[config.mk]
export PLATFORM = sky130hd
export DESIGN_NAME = mux_scan
export DESIGN_NICKNAME = d
export VERILOG_FILES = /design/src/rtl/mux_scan.sv
export SDC_FILE = /design/constraint.sdc
export NUM_CORES = 1
export LEC_CHECK = 0
export BUFFER_PORTS_ARGS = -buffer_cell sky130_fd_sc_hd__buf_2
export CORE_AREA = 2 2 100 78
export CTS_CLUSTER_SIZE = 10
export DETAILED_ROUTE_END_ITERATION = 6
export DIE_AREA = 0 0 102 80
export PLACE_DENSITY = 0.51
export REMOVE_ABC_BUFFERS = 1
export SLEW_MARGIN = 20
export SYNTH_ARGS = -nofsm -noshare
export SYNTH_HDL_FRONTEND = slang
export SYNTH_SLANG_ARGS = --single-unit
[constraint.sdc]
create_clock -name clk -period 2.2 [get_ports clk]
set_input_delay 0.11 -clock clk [delete_from_list [all_inputs] [get_ports clk]]
set_output_delay 0.11 -clock clk [all_outputs]
set_load 0.02 [all_outputs]
[src/rtl/mux_scan.sv]
// mux_scan: registered N-channel multiplexer with manual-select and auto-scan modes.
//
// Every output sample is registered together with the channel index that produced it,
// so f and cur_sel always move on the same edge.
//
// Optional feature: define MUXSCAN_MASK_EN to add the en_mask port (one enable bit per
// channel). Without it every channel is treated as enabled.
//
// Ports:
//   clk      in   clock, rising edge
//   rst      in   synchronous reset, active-high (wins over start)
//   a        in   channel data, channel i at [i*WIDTH +: WIDTH]
//   sel      in   manual channel select / scan start channel
//   mode     in   0 = manual, 1 = scan; sampled only on start from idle
//   dwell    in   each scanned channel is held dwell+1 cycles
//   start    in   single-cycle strobe: start from idle, stop when running
//   en_mask  in   (MUXSCAN_MASK_EN only) per-channel enable
//   f        out  registered selected data
//   cur_sel  out  channel index that produced f
//   f_valid  out  f/cur_sel hold a valid sample
//   wrap     out  one-cycle pulse when the scan moves to a lower channel index
module mux_scan #(
  parameter int unsigned WIDTH   = 1,
  parameter int unsigned CH      = 16,
  parameter int unsigned SELW    = 4,
  parameter int unsigned DWELL_W = 8
) (
  input  logic                  clk,
  input  logic                  rst,
  input  logic [CH*WIDTH-1:0]   a,
  input  logic [SELW-1:0]       sel,
  input  logic                  mode,
  input  logic [DWELL_W-1:0]    dwell,
  input  logic                  start,
`ifdef MUXSCAN_MASK_EN
  input  logic [CH-1:0]         en_mask,
`endif
  output logic [WIDTH-1:0]      f,
  output logic [SELW-1:0]       cur_sel,
  output logic                  f_valid,
  output logic                  wrap
);

  typedef enum logic [1:0] {
    StIdle,
    StManual,
    StScan
  } state_e;

  state_e               state_q, state_d;
  logic [WIDTH-1:0]     f_q, f_d;
  logic [SELW-1:0]      cur_sel_q, cur_sel_d;
  logic                 f_valid_q, f_valid_d;
  logic                 wrap_q, wrap_d;
  logic [SELW-1:0]      ptr_q, ptr_d;
  logic [DWELL_W-1:0]   cnt_q, cnt_d;
  // Set once the current scan run has emitted a sample; keeps the initial load from
  // being mistaken for a wrap.
  logic                 scan_run_q, scan_run_d;

  logic [CH-1:0]        chan_en;
  logic                 any_en;

`ifdef MUXSCAN_MASK_EN
  assign chan_en = en_mask;
`else
  assign chan_en = {CH{1'b1}};
`endif

  assign any_en = |chan_en;

  // Channel lookups. Out-of-range indices read as data 0, disabled.
  logic [WIDTH-1:0] sel_data, ptr_data;
  logic             sel_en, ptr_en;

  always_comb begin
    sel_data = '0;
    sel_en   = 1'b0;
    ptr_data = '0;
    ptr_en   = 1'b0;
    for (int i = 0; i < int'(CH); i++) begin
      if (sel == SELW'(i)) begin
        sel_data = a[i*WIDTH +: WIDTH];
        sel_en   = chan_en[i];
      end
      if (ptr_q == SELW'(i)) begin
        ptr_data = a[i*WIDTH +: WIDTH];
        ptr_en   = chan_en[i];
      end
    end
  end

  // Scan start channel: out-of-range select starts at channel 0.
  logic            sel_in_range;
  logic [SELW-1:0] ptr_start;

  assign sel_in_range = (32'(sel) < CH);
  assign ptr_start    = sel_in_range ? sel : '0;

  // Next enabled channel above ptr, else the lowest enabled channel (wrap-around).
  // The descending loop leaves the lowest qualifying index in each candidate.
  logic [SELW-1:0] nxt_hi, nxt_lo, nxt_ptr;
  logic            hi_found;

  always_comb begin
    nxt_hi   = '0;
    nxt_lo   = ptr_q;
    hi_found = 1'b0;
    for (int i = int'(CH) - 1; i >= 0; i--) begin
      if (chan_en[i]) begin
        nxt_lo = SELW'(i);
        if (i > int'(ptr_q)) begin
          nxt_hi   = SELW'(i);
          hi_found = 1'b1;
        end
      end
    end
    nxt_ptr = hi_found ? nxt_hi : nxt_lo;
  end

  always_comb begin
    state_d    = state_q;
    f_d        = f_q;
    cur_sel_d  = cur_sel_q;
    f_valid_d  = f_valid_q;
    wrap_d     = 1'b0;
    ptr_d      = ptr_q;
    cnt_d      = cnt_q;
    scan_run_d = scan_run_q;

    unique case (state_q)
      StIdle: begin
        f_valid_d  = 1'b0;
        scan_run_d = 1'b0;
        if (start) begin
          if (mode) begin
            state_d = StScan;
            ptr_d   = ptr_start;
            cnt_d   = '0;
          end else begin
            state_d = StManual;
          end
        end
      end

      StManual: begin
        if (start) begin
          // Stop: f and cur_sel freeze, only the valid flag drops.
          state_d   = StIdle;
          f_valid_d = 1'b0;
        end else begin
          f_d       = sel_en ? sel_data : '0;
          cur_sel_d = sel;
          f_valid_d = sel_en;
        end
      end

      StScan: begin
        if (start) begin
          state_d    = StIdle;
          f_valid_d  = 1'b0;
          scan_run_d = 1'b0;
        end else if (!any_en) begin
          // Nothing to scan: hold data, index, pointer and counter.
          f_valid_d = 1'b0;
        end else begin
          scan_run_d = 1'b1;
          cur_sel_d  = ptr_q;
          f_valid_d  = ptr_en;
          if (ptr_en) begin
            f_d = ptr_data;
          end
          wrap_d = scan_run_q && (ptr_q < cur_sel_q);
          if (cnt_q == dwell) begin
            cnt_d = '0;
            ptr_d = nxt_ptr;
          end else begin
            cnt_d = cnt_q + DWELL_W'(1);
          end
        end
      end

      default: begin
        state_d = StIdle;
      end
    endcase
  end

  always_ff @(posedge clk) begin
    if (rst) begin
      state_q    <= StIdle;
      f_q        <= '0;
      cur_sel_q  <= '0;
      f_valid_q  <= 1'b0;
      wrap_q     <= 1'b0;
      ptr_q      <= '0;
      cnt_q      <= '0;
      scan_run_q <= 1'b0;
    end else begin
      state_q    <= state_d;
      f_q        <= f_d;
      cur_sel_q  <= cur_sel_d;
      f_valid_q  <= f_valid_d;
      wrap_q     <= wrap_d;
      ptr_q      <= ptr_d;
      cnt_q      <= cnt_d;
      scan_run_q <= scan_run_d;
    end
  end

  assign f       = f_q;
  assign cur_sel = cur_sel_q;
  assign f_valid = f_valid_q;
  assign wrap    = wrap_q;

endmodule

==> key figures, run 1 <==
Timing
  • Final setup vio count: 0
  • F_max: 530 MHz
  • Setup ws final: 0.314 ns
  • Min Tclk post-route: 1.89 ns
  • Setup Skew: 0.00895 ns
  • RSZ-0062 raised after global routing: false
  • Final Hold Viols: 0
  • Final Max Tran Viols: 0
  • Max_slew headroom: 64.3%
  • Fin crit share: between 80% and 90%
  • Total Negative Setup Slacks: 0 ns
  • Slew @ Worst Pin: between 0.5 and 0.6 ns

Floorplanning
  • Die Area: 8160 sq um
  • Initial Util: 24.4%
  • Die width: 102 microns
  • IO Count: 39
  • Core area: 7160 sq um
  • Die extent in y: around 80 microns
  • Cell row count: 27

Job
  • Max-cap viol count: 0

Yosys
  • Mean Syn Cell Area: 8.19 sq um
  • Top post-synthesis cells by area: dfxtp_1 25%, ha_1 5.7%, xnor2_1 5.5%, nor2_1 4.1%, nand2_1 3.7%
  • Fraction of registers with async set/reset: 0%
  • Netlist cell types: 54
  • Top cell type by total area after synthesis: dfxtp_1
  • Cells after Synth: 213
  • Register area share after synthesis: 25.3%
  • Syn. warnings: 0
  • Synth Cell Area: 1740 sq um
  • Number of enable flip-flop cells after synthesis: 0
  • Synth Register Bits: 22
  • Share of the synthesized area in the top cell type: 25.3%
  • Dominant synthesized flop cell: dfxtp_1

Setup path
  • Arrival @ worst endpoint: 2.07 ns
  • Worst path max stage delay: roughly 0.48 ns
  • CP max stage cell: dfxtp_1
  • Worst setup SP type: flop
  • Critical Path RT: 2.38 ns
  • Crit end category: flop
  • Crit-path cells: buf_4 > nand2_1 > o21ai_0 > a221o_1 > o311a_1 > o41ai_2
  • Critical Path Fanout Max: 16
  • WS Path Type: reg -> reg
  • Reg2reg setup slack: ~0.31 ns

Global route
  • Global-route wire length before repair: 7.77 mm
  • Vias in the first global route: 1553
  • Total GRT Usage: approximately 12%
  • Largest net degree at the start of global routing: 24
  • Grt ovf: 0
  • Initial antenna violation count: 0

Placement
  • DP Worst Slack: 0.339 ns
  • Dpl hpwl: 3.61 mm
  • Port Buf Inserts: 38
  • Gpl congestion: 0.832
  • Area after DPL: roughly 2000 sq um

Detailed routing
  • Post-route antenna net violation count: 0
  • WL per Instance: 13.6 microns
  • Vias per inst: 4.84
  • Vias: 1673
  • DRT iter0 DRCs: 123
  • Final WL: roughly 4.7 mm
  • 1st-pass router iterations: 4
  • DR DRC count: 0

Clock tree
  • CTS max path bufs: 2
  • Htree depth: 1
  • CTS buffer count: 3
  • CTS tree: done
  • CTS resizes: 0
  • Clock Latency Late Sink: 0.27 ns
  • Setup Buffers After CTS: 0
  • Clock sinks: 22
  • Clk slew on worst S/H paths: 0.09 ns
  • Cts hold-fix bufs: 0
  • Clock root buffer master: clkbuf_8

Hold path
  • Type of the worst min-delay path: in -> reg

Layout
  • Area Overhead vs Synth: 18.1%
  • Post-layout util: between 20% and 30%
  • Post-Layout Inst Area: 2060 sq um
  • Antenna diode count: 0
  • Final #Nets: 286
  • Proportion of layout cells with a drive suffix above 1: around 25%

Power and ir drop
  • Pwr dens: between 400 and 500 nW/um^2
  • Power Total: 1010 uW
  • Leakage: 0.000755 uW
  • Max VDD drop: 199 uV

Outcome
  • Status: complete, no violations
==> path summary, 6_finish.rpt <==
kind,from,endpoint,depth (start not counted)
worst max register to register,ptr_q[1],f,6
worst min register to register,f_valid,f_valid,2
worst min-delay path,mode,state_q[0],4
worst max-delay path,ptr_q[1],f,6
==> cells in the mapped netlist, types with 4 or more instances <==
master	instances
o21ai_0	5
xnor2_1	11
ha_1	8
a21oi_1	11
nor2_1	19
nor3_1	12
inv_1	9
o31ai_1	5
a311oi_1	5
buf_2	5
mux2i_1	5
nand4_1	6
dfxtp_1	22
nand2_1	17
buf_6	4
nand3_1	9
clkbuf_1	4
==> area by class of cell <==
type	instances	area [sq um]
inverter	9	33.8
tap	101	126
fill	815	5100
multi-input combinational	166	1170
sequential	22	440
clock buffer	4	55.1
timing repair buffer	44	235
==> worst max-delay path, delay by kind of cell, from the launching register on <==
family | cells | cell delay, ns
AO/OA/AOI/OAI | 4 | 0.91
buffers and inverters | 1 | 0.25
flip-flops | 1 | 0.48
AND/OR/NAND/NOR | 1 | 0.14
==> power breakdown <==
| group | total [uW] | leakage [uW] | switching, uW | internal (uW) |
|---|---|---|---|---|
| Sequential | 447 | 0.000179 | 31.9 | 415 |
| Clock | 299 | 0.0000288 | 139 | 160 |
| Combinational | 261 | 0.000547 | 143 | 118 |
| Total | 1010 | 0.000755 | 314 | 692 |
==> cells by family after synthesis <==
| kind of cell | share of synthesized area, % |
|---|---|
| multiplexers | 6.74 |
| AO/OA/AOI/OAI | 22.0 |
| flip-flops | 25.3 |
| buffers and inverters | 7.75 |
| AND/OR/NAND/NOR | 25.5 |
| adder cells (fa/ha/maj) | 5.74 |
| XOR/XNOR | 7.03 |
==> through the flow <==
stage / instances / hold WS, ns
global route: 346 / 0.184
floorplan: 197 / 0.179
global placement: 342 / 0.440
finish: 346 / 0.162
CTS: 346 / 0.159
detailed placement: 342 / 0.449
==> flip-flops by register name, indices dropped and copies added, names as in the netlist <==
signal / count
cnt_q: 8
scan_run_q: 1
wrap: 1
cur_sel: 4
f: 1
ptr_q: 4
f_valid: 1
state_q: 2
==> metal layers <==
metal  wire length [microns]  vias to the layer above  GRT usage [%]  part of all wire (%)
met1                    2420                      785           17.2                    52
met3                     208                        4           2.89                   4.4
met4                      37                        0           2.13                  0.79
li1                        -                      847              -                     -
met5                       0                        -              0                     0
met2                    2030                       37           18.5                    43
==> placed cells by master (no fill, tap or decap), drive strengths merged, types with 6 or more instances in the layout <==
master / n
a21oi: 12
buf: 44
dfxtp: 22
ha: 8
inv: 9
nand2: 17
nand3: 9
nand4: 6
nor2: 19
nor3: 14
xnor2: 11
Note: power is estimated with default switching activity, not from simulation.
==> inputs of run 2 (changes only) <==
Clock period 2.2 ns to 2.3 ns, I/O delays scaled along.
==> run 2 against run 1 <==
Effect of this change:
- global-route usage shrank 0.14 points
- core utilization is 0.19 points lower
- sequential share of layout area grew 0.14 points
- non-clock buffer count did not move
- combinational power fell by 7%
- total power is 8.6% lower
- register-to-register slack worse by 0.02 ns
- critical path depth is 1 lower
- cell area fell by 0.67%
- highest routed layer unchanged
==> key figures, run 2 (synthesis gave the netlist of run 1 again) <==
Outcome
  • Status: complete, no violations

Clock tree
  • Clock Latency Late Sink: 0.26 ns (about the same)
  • Htree depth: 1 (unchanged)
  • Clk slew on worst S/H paths: 0.08 ns (about the same)
  • CTS max path bufs: 2 (unchanged)
  • Setup Buffers After CTS: 0 (unchanged)
  • CTS buffer count: 3 (unchanged)
  • Cts hold-fix bufs: 0 (unchanged)
  • CTS tree: done
  • CTS resizes: 0 (unchanged)
  • Clock root buffer master: clkbuf_8
  • Clock sinks: 22 (unchanged)

Placement
  • Port Buf Inserts: 38 (unchanged)
  • Gpl congestion: 0.837 (+0.66%)
  • Dpl hpwl: 3.65 mm (+1.1%)

Timing
  • Min Tclk post-route: 2.01 ns (+0.123 ns)
  • Final Max Tran Viols: 0 (unchanged)
  • RSZ-0062 raised after global routing: false
  • F_max: 498 MHz (-6.1%)
  • Final setup vio count: 0 (unchanged)
  • Fin crit share: 87.4% (+1.6 points)
  • Setup Skew: 0.00646 ns (-0.00250 ns)
  • Slew @ Worst Pin: 0.758 ns (+0.223 ns)
  • Final Hold Viols: 0 (unchanged)
  • Total Negative Setup Slacks: 0 ns (unchanged)
  • Max_slew headroom: 49.4% (-15 points)

Setup path
  • Worst path max stage delay: 0.82 ns (+0.34 ns)
  • Crit Reg-Reg Startpoint: ptr_q[1]
  • Reg2reg setup slack: 0.29 ns (-0.02 ns)
  • Reg-to-Reg End: f
  • Critical Path Fanout Max: 22 (+6)
  • Worst setup SP type: flop
  • Crit-path cells: mux2_2 > nand2_1 > a221o_1 > o311a_1 > o41ai_2
  • CP max stage cell: dfxtp_1
  • CP startpoint: ptr_q[1]
  • Worst Setup EP: f
  • Arrival @ worst endpoint: 2.18 ns (+0.11 ns)
  • Worst Reg-to-Reg Cells: 5 (-1)
  • WS Path Type: reg -> reg
  • Crit end category: flop
  • Critical Path RT: 2.47 ns (+0.09 ns)

Layout
  • Proportion of layout cells with a drive suffix above 1: 25.0% (-0.31 points)
  • Most frequent cells in the layout: 38 x buf_2, 22 x dfxtp_1, 19 x nor2_1
  • Antenna diode count: 0 (unchanged)
  • Fillers: 809 (-0.74%)
  • Commonest non-fill, non-tap cell in the layout: buf_2
  • Area Overhead vs Synth: 17.3%
  • Most flops, register: cnt_q
  • Final #Nets: 286 (unchanged)
  • Post-layout util: 28.6% (-0.19 points)
  • Max reg flops: 8 (unchanged)

Floorplanning
  • Cell row count: 27 (unchanged)
  • Die width: 102 microns (unchanged)
  • Initial Util: 24.4% (unchanged)
  • IO Count: 39 (unchanged)
  • Die extent in y: 80 microns (unchanged)
  • Core area: 7160 sq um (unchanged)
  • Die Area: 8160 sq um (unchanged)

Global route
  • Initial antenna violation count: 0 (unchanged)
  • Largest net degree at the start of global routing: 23 (-4.2%)
  • Global-route wire length before repair: 7.71 mm (-0.80%)
  • Total GRT Usage: 11.9% (-0.14 points)
  • Grt ovf: 0 (unchanged)
  • Vias in the first global route: 1546 (-0.45%)

Detailed routing
  • Vias: 1662 (-0.66%)
  • 1st-pass router iterations: 4 (unchanged)
  • DRT iter0 DRCs: 76 (-38%)
  • WL per Instance: 13.6 microns (+0.12%)
  • Post-route antenna net violation count: 0 (unchanged)
  • Final WL: 4.68 mm (-0.17%)
  • DR DRC count: 0 (unchanged)
  • Vias per inst: 4.82 (-0.37%)

Power and ir drop
  • Pwr dens: 449 nW/um^2 (-8.0%)
  • Leakage: 0.000747 uW (-1.0%)
  • Max VDD drop: 210 uV (+5.8%)

Hold path
  • Type of the worst min-delay path: in -> reg

Job
  • Max-cap viol count: 0 (unchanged)
## run 2: changes by cell type in the layout (fill, tap and decap cells not counted)
cell      change
clkbuf_8      -1
## run 2: worst min path at each step
stage	from	to	slack (ns)	depth (start not counted)
floorplan	rst	ptr_q[1]	0.18	1
finish	mode	state_q[0]	0.17	4
CTS	mode	state_q[0]	0.17	4
global placement	f_valid	f_valid	0.44	2
detailed placement	scan_run_q	scan_run_q	0.44	2
global route	rst	state_q[1]	0.22	2
## run 2: cell type report
type	count	area (sq um)	share of cell area, %
clock buffer	3	41.3	2.02
timing repair buffer	44	235	11.5
multi-input combinational	166	1170	57.1
inverter	9	33.8	1.65
sequential	22	440	21.5
tap	101	126	6.18
## run 2: worst max-delay path, delay by kind of cell, from the launching register on
family | cells | cell delay, ns
AO/OA/AOI/OAI | 3 | 0.76
multiplexers | 1 | 0.29
flip-flops | 1 | 0.82
AND/OR/NAND/NOR | 1 | 0.05
## run 2: power by group
group          internal (uW)  switching (uW)
registers                397            36.8
clock network            117             126
logic                    112             131
## run 2: layer usage
layer	vias to the layer above	part of all wire (%)	routed length, microns	track usage, %
li1	852	-	-	-
met1	767	52	2420	17.0
met2	41	43	2030	18.8
met3	2	4.7	221	2.80
met4	0	0.36	17	1.20
met5	-	0	0	0
## run 2: through the flow
stage               instance area, sq um  setup WS (ns)  total power, uW  hold slack, ns  cells
CTS                                 2050          0.308              930           0.174    345
detailed placement                  2000          0.336              685           0.444    342
global placement                    2000          0.365              684           0.441    342
global route                        2050          0.164              979           0.223    345
floorplan                           1640         0.0421              579           0.184    197
finish                              2050          0.291              919           0.174    345
==> inputs of run 3 (changes only) <==
Settings changed: CORE_AREA 2 2 100 78 to 2 2 92 85, DIE_AREA 0 0 102 80 to 0 0 94 87.
==> run 3 against run 2 <==
Effect of this change:
- sequential power down 1%
- cell area grew 0.37%
- clock-buffer cell count grew 1
- fmax grew 8.0%
- via count is 1.5% higher
- cell count down 1.2%
- setup slack improved by 0.15 ns
- first-iteration DRC count up 67%
- clock power up 15%
- critical endpoint is now cnt_q[7]
- largest cell class unchanged
==> key figures, run 3 (synthesis gave the netlist of run 1 again) <==
Clock tree
  • Htree depth: 1 (unchanged)
  • Clk slew on worst S/H paths: 0.08 ns (about the same)
  • CTS tree: done
  • CTS resizes: 0 (unchanged)
  • Setup Buffers After CTS: 0 (unchanged)
  • Clock root buffer master: clkbuf_8
  • Clock Latency Late Sink: 0.26 ns (about the same)
  • CTS max path bufs: 2 (unchanged)
  • Cts hold-fix bufs: 0 (unchanged)
  • CTS buffer count: 3 (unchanged)
  • Clock sinks: 22 (unchanged)

Power and ir drop
  • Pwr dens: 465 nW/um^2 (+3.5%)
  • Switching Share: 30.7% (-1.3 points)
  • Net load switching power: 293 uW (-0.26%)
  • Power share of the clock group: 29.3% (+2.8 points)
  • Logic pwr share: 25.8% (-0.6 points)
  • Flop pwr share: 44.8% (-2.3 points)
  • Max VDD drop: 254 uV (+21%)
  • Leakage: 0.000755 uW (+1.0%)
  • Pint: 662 uW (+5.9%)

Setup path
  • Crit end category: flop
  • Crit-path leading delay family: simple AND/OR/NAND/NOR gates
  • Critical Path Fanout Max: 7 (-68%)
  • CP startpoint: state_q[0]
  • Worst path max stage delay: 0.35 ns (-0.47 ns)
  • Critical Path RT: 2.44 ns (-0.03 ns)
  • WS Path Type: reg -> reg
  • WP buf/inv: 1 (+1)
  • Worst setup SP type: flop
  • Arrival @ worst endpoint: 2.00 ns (-0.18 ns)
  • Crit-path cells: inv_1 > ha_1 > nand3_1 > o22a_1 > nor4_2 > xnor2_1 > nor3_2
  • Crit Reg-Reg Startpoint: state_q[0]
  • CP max stage cell: dfxtp_1

Global route
  • Initial antenna violation count: 0 (unchanged)
  • Largest net degree at the start of global routing: 24 (+4.3%)
  • Global-route wire length before repair: 7.62 mm (-1.1%)
  • Vias in the first global route: 1612 (+4.3%)
  • Total GRT Usage: 11.5% (-0.40 points)
  • Grt ovf: 0 (unchanged)

Detailed routing
  • Post-route antenna net violation count: 0 (unchanged)
  • Vias per inst: 4.95 (+2.7%)
  • 1st-pass router iterations: 4 (unchanged)
  • Vias: 1687 (+1.5%)
  • DRT iter0 DRCs: 127 (+67%)
  • DR DRC count: 0 (unchanged)
  • Final WL: 4.56 mm (-2.6%)
  • WL per Instance: 13.4 microns (-1.5%)

Floorplanning
  • IO Count: 39 (unchanged)
  • Die extent in y: 87 microns (+8.8%)
  • Die width: 94 microns (-7.8%)
  • Initial Util: 23.8% (-0.52 points)
  • Cell row count: 30 (+11%)
  • Core area: 7320 sq um (+2.2%)
  • Die Area: 8180 sq um (+0.22%)

Placement
  • Dpl hpwl: 3.47 mm (-5.0%)
  • Port Buf Inserts: 38 (unchanged)
  • Gpl congestion: 0.796 (-4.9%)

Timing
  • Max_slew headroom: 58.2% (+8.9 points)
  • Slew @ Worst Pin: 0.626 ns (-0.133 ns)
  • Total Negative Setup Slacks: 0 ns (unchanged)
  • F_max: 537 MHz (+8.0%)
  • Fin crit share: 80.9% (-6.5 points)
  • Final setup vio count: 0 (unchanged)
  • RSZ-0062 raised after global routing: false
  • Final Max Tran Viols: 0 (unchanged)
  • Min Tclk post-route: 1.86 ns (-0.148 ns)
  • Final Hold Viols: 0 (unchanged)
  • Setup Skew: 0.00383 ns (-0.00262 ns)

Job
  • Max-cap viol count: 0 (unchanged)

Layout
  • Commonest non-fill, non-tap cell in the layout: buf_2
  • Proportion of layout cells with a drive suffix above 1: 25.3% (+0.31 points)
  • Final #Nets: 286 (unchanged)
  • Antenna diode count: 0 (unchanged)
  • Area Overhead vs Synth: 17.7%
  • Multi-input logic area: 1170 sq um (unchanged)
  • Max reg flops: 8 (unchanged)
  • Most flops, register: cnt_q
  • Register Area: 440 sq um (unchanged)
  • Most frequent cells in the layout: 38 x buf_2, 22 x dfxtp_1, 19 x nor2_1
  • Fillers: 802 (-0.87%)
  • Post-layout util: 28.1% (-0.51 points)

Hold path
  • Type of the worst min-delay path: in -> reg
  • HP Start: mode

Outcome
  • Status: complete, no violations
run 3: final timing paths:
check               end  slack [ns]  cells after the start
min reg2reg     f_valid        0.46                      2
max            cnt_q[7]        0.44                      7
min          state_q[0]        0.18                      4
max reg2reg    cnt_q[7]        0.44                      7
run 3: per-layer routing:
layer | share of wire (%) | GRT usage, %
met1 | 49 | 15.3
met3 | 3.4 | 2.60
met2 | 47 | 19.5
met4 | 0.31 | 1.71
met5 | 0 | 0
run 3: worst register-to-register path, delay by kind of cell (launching register included):
kind                     cells  cell delay (ns)
adder cells (fa/ha/maj)      1             0.28
buffers and inverters        1             0.09
AO/OA/AOI/OAI                1             0.31
AND/OR/NAND/NOR              3             0.53
XOR/XNOR                     1             0.18
flip-flops                   1             0.35
run 3: area by class of cell:
type	count	share of cell area (%)
clock buffer	4	2.68
inverter	9	1.65
multi-input combinational	166	56.9
sequential	22	21.5
tap	96	5.85
timing repair buffer	44	11.5
run 3: power by group through the flow:
stage	Clock, uW	Sequential, uW	Combinational [uW]
2_1_floorplan	0	439	141
3_3_place_gp	0	437	247
3_5_place_dp	0	437	248
4_1_cts	292	428	249
5_1_grt	312	432	276
6_report	280	428	247
run 3: through the flow:
step | instance area (sq um) | std cells | hold slack [ns] | setup WS [ns] | total power [uW]
floorplan | 1640 | 197 | 0.184 | 0.0421 | 579
global placement | 2000 | 337 | 0.442 | 0.460 | 684
detailed placement | 2000 | 337 | 0.447 | 0.442 | 685
CTS | 2050 | 341 | 0.191 | 0.429 | 969
global route | 2050 | 341 | 0.188 | 0.261 | 1020
finish | 2050 | 341 | 0.184 | 0.439 | 955
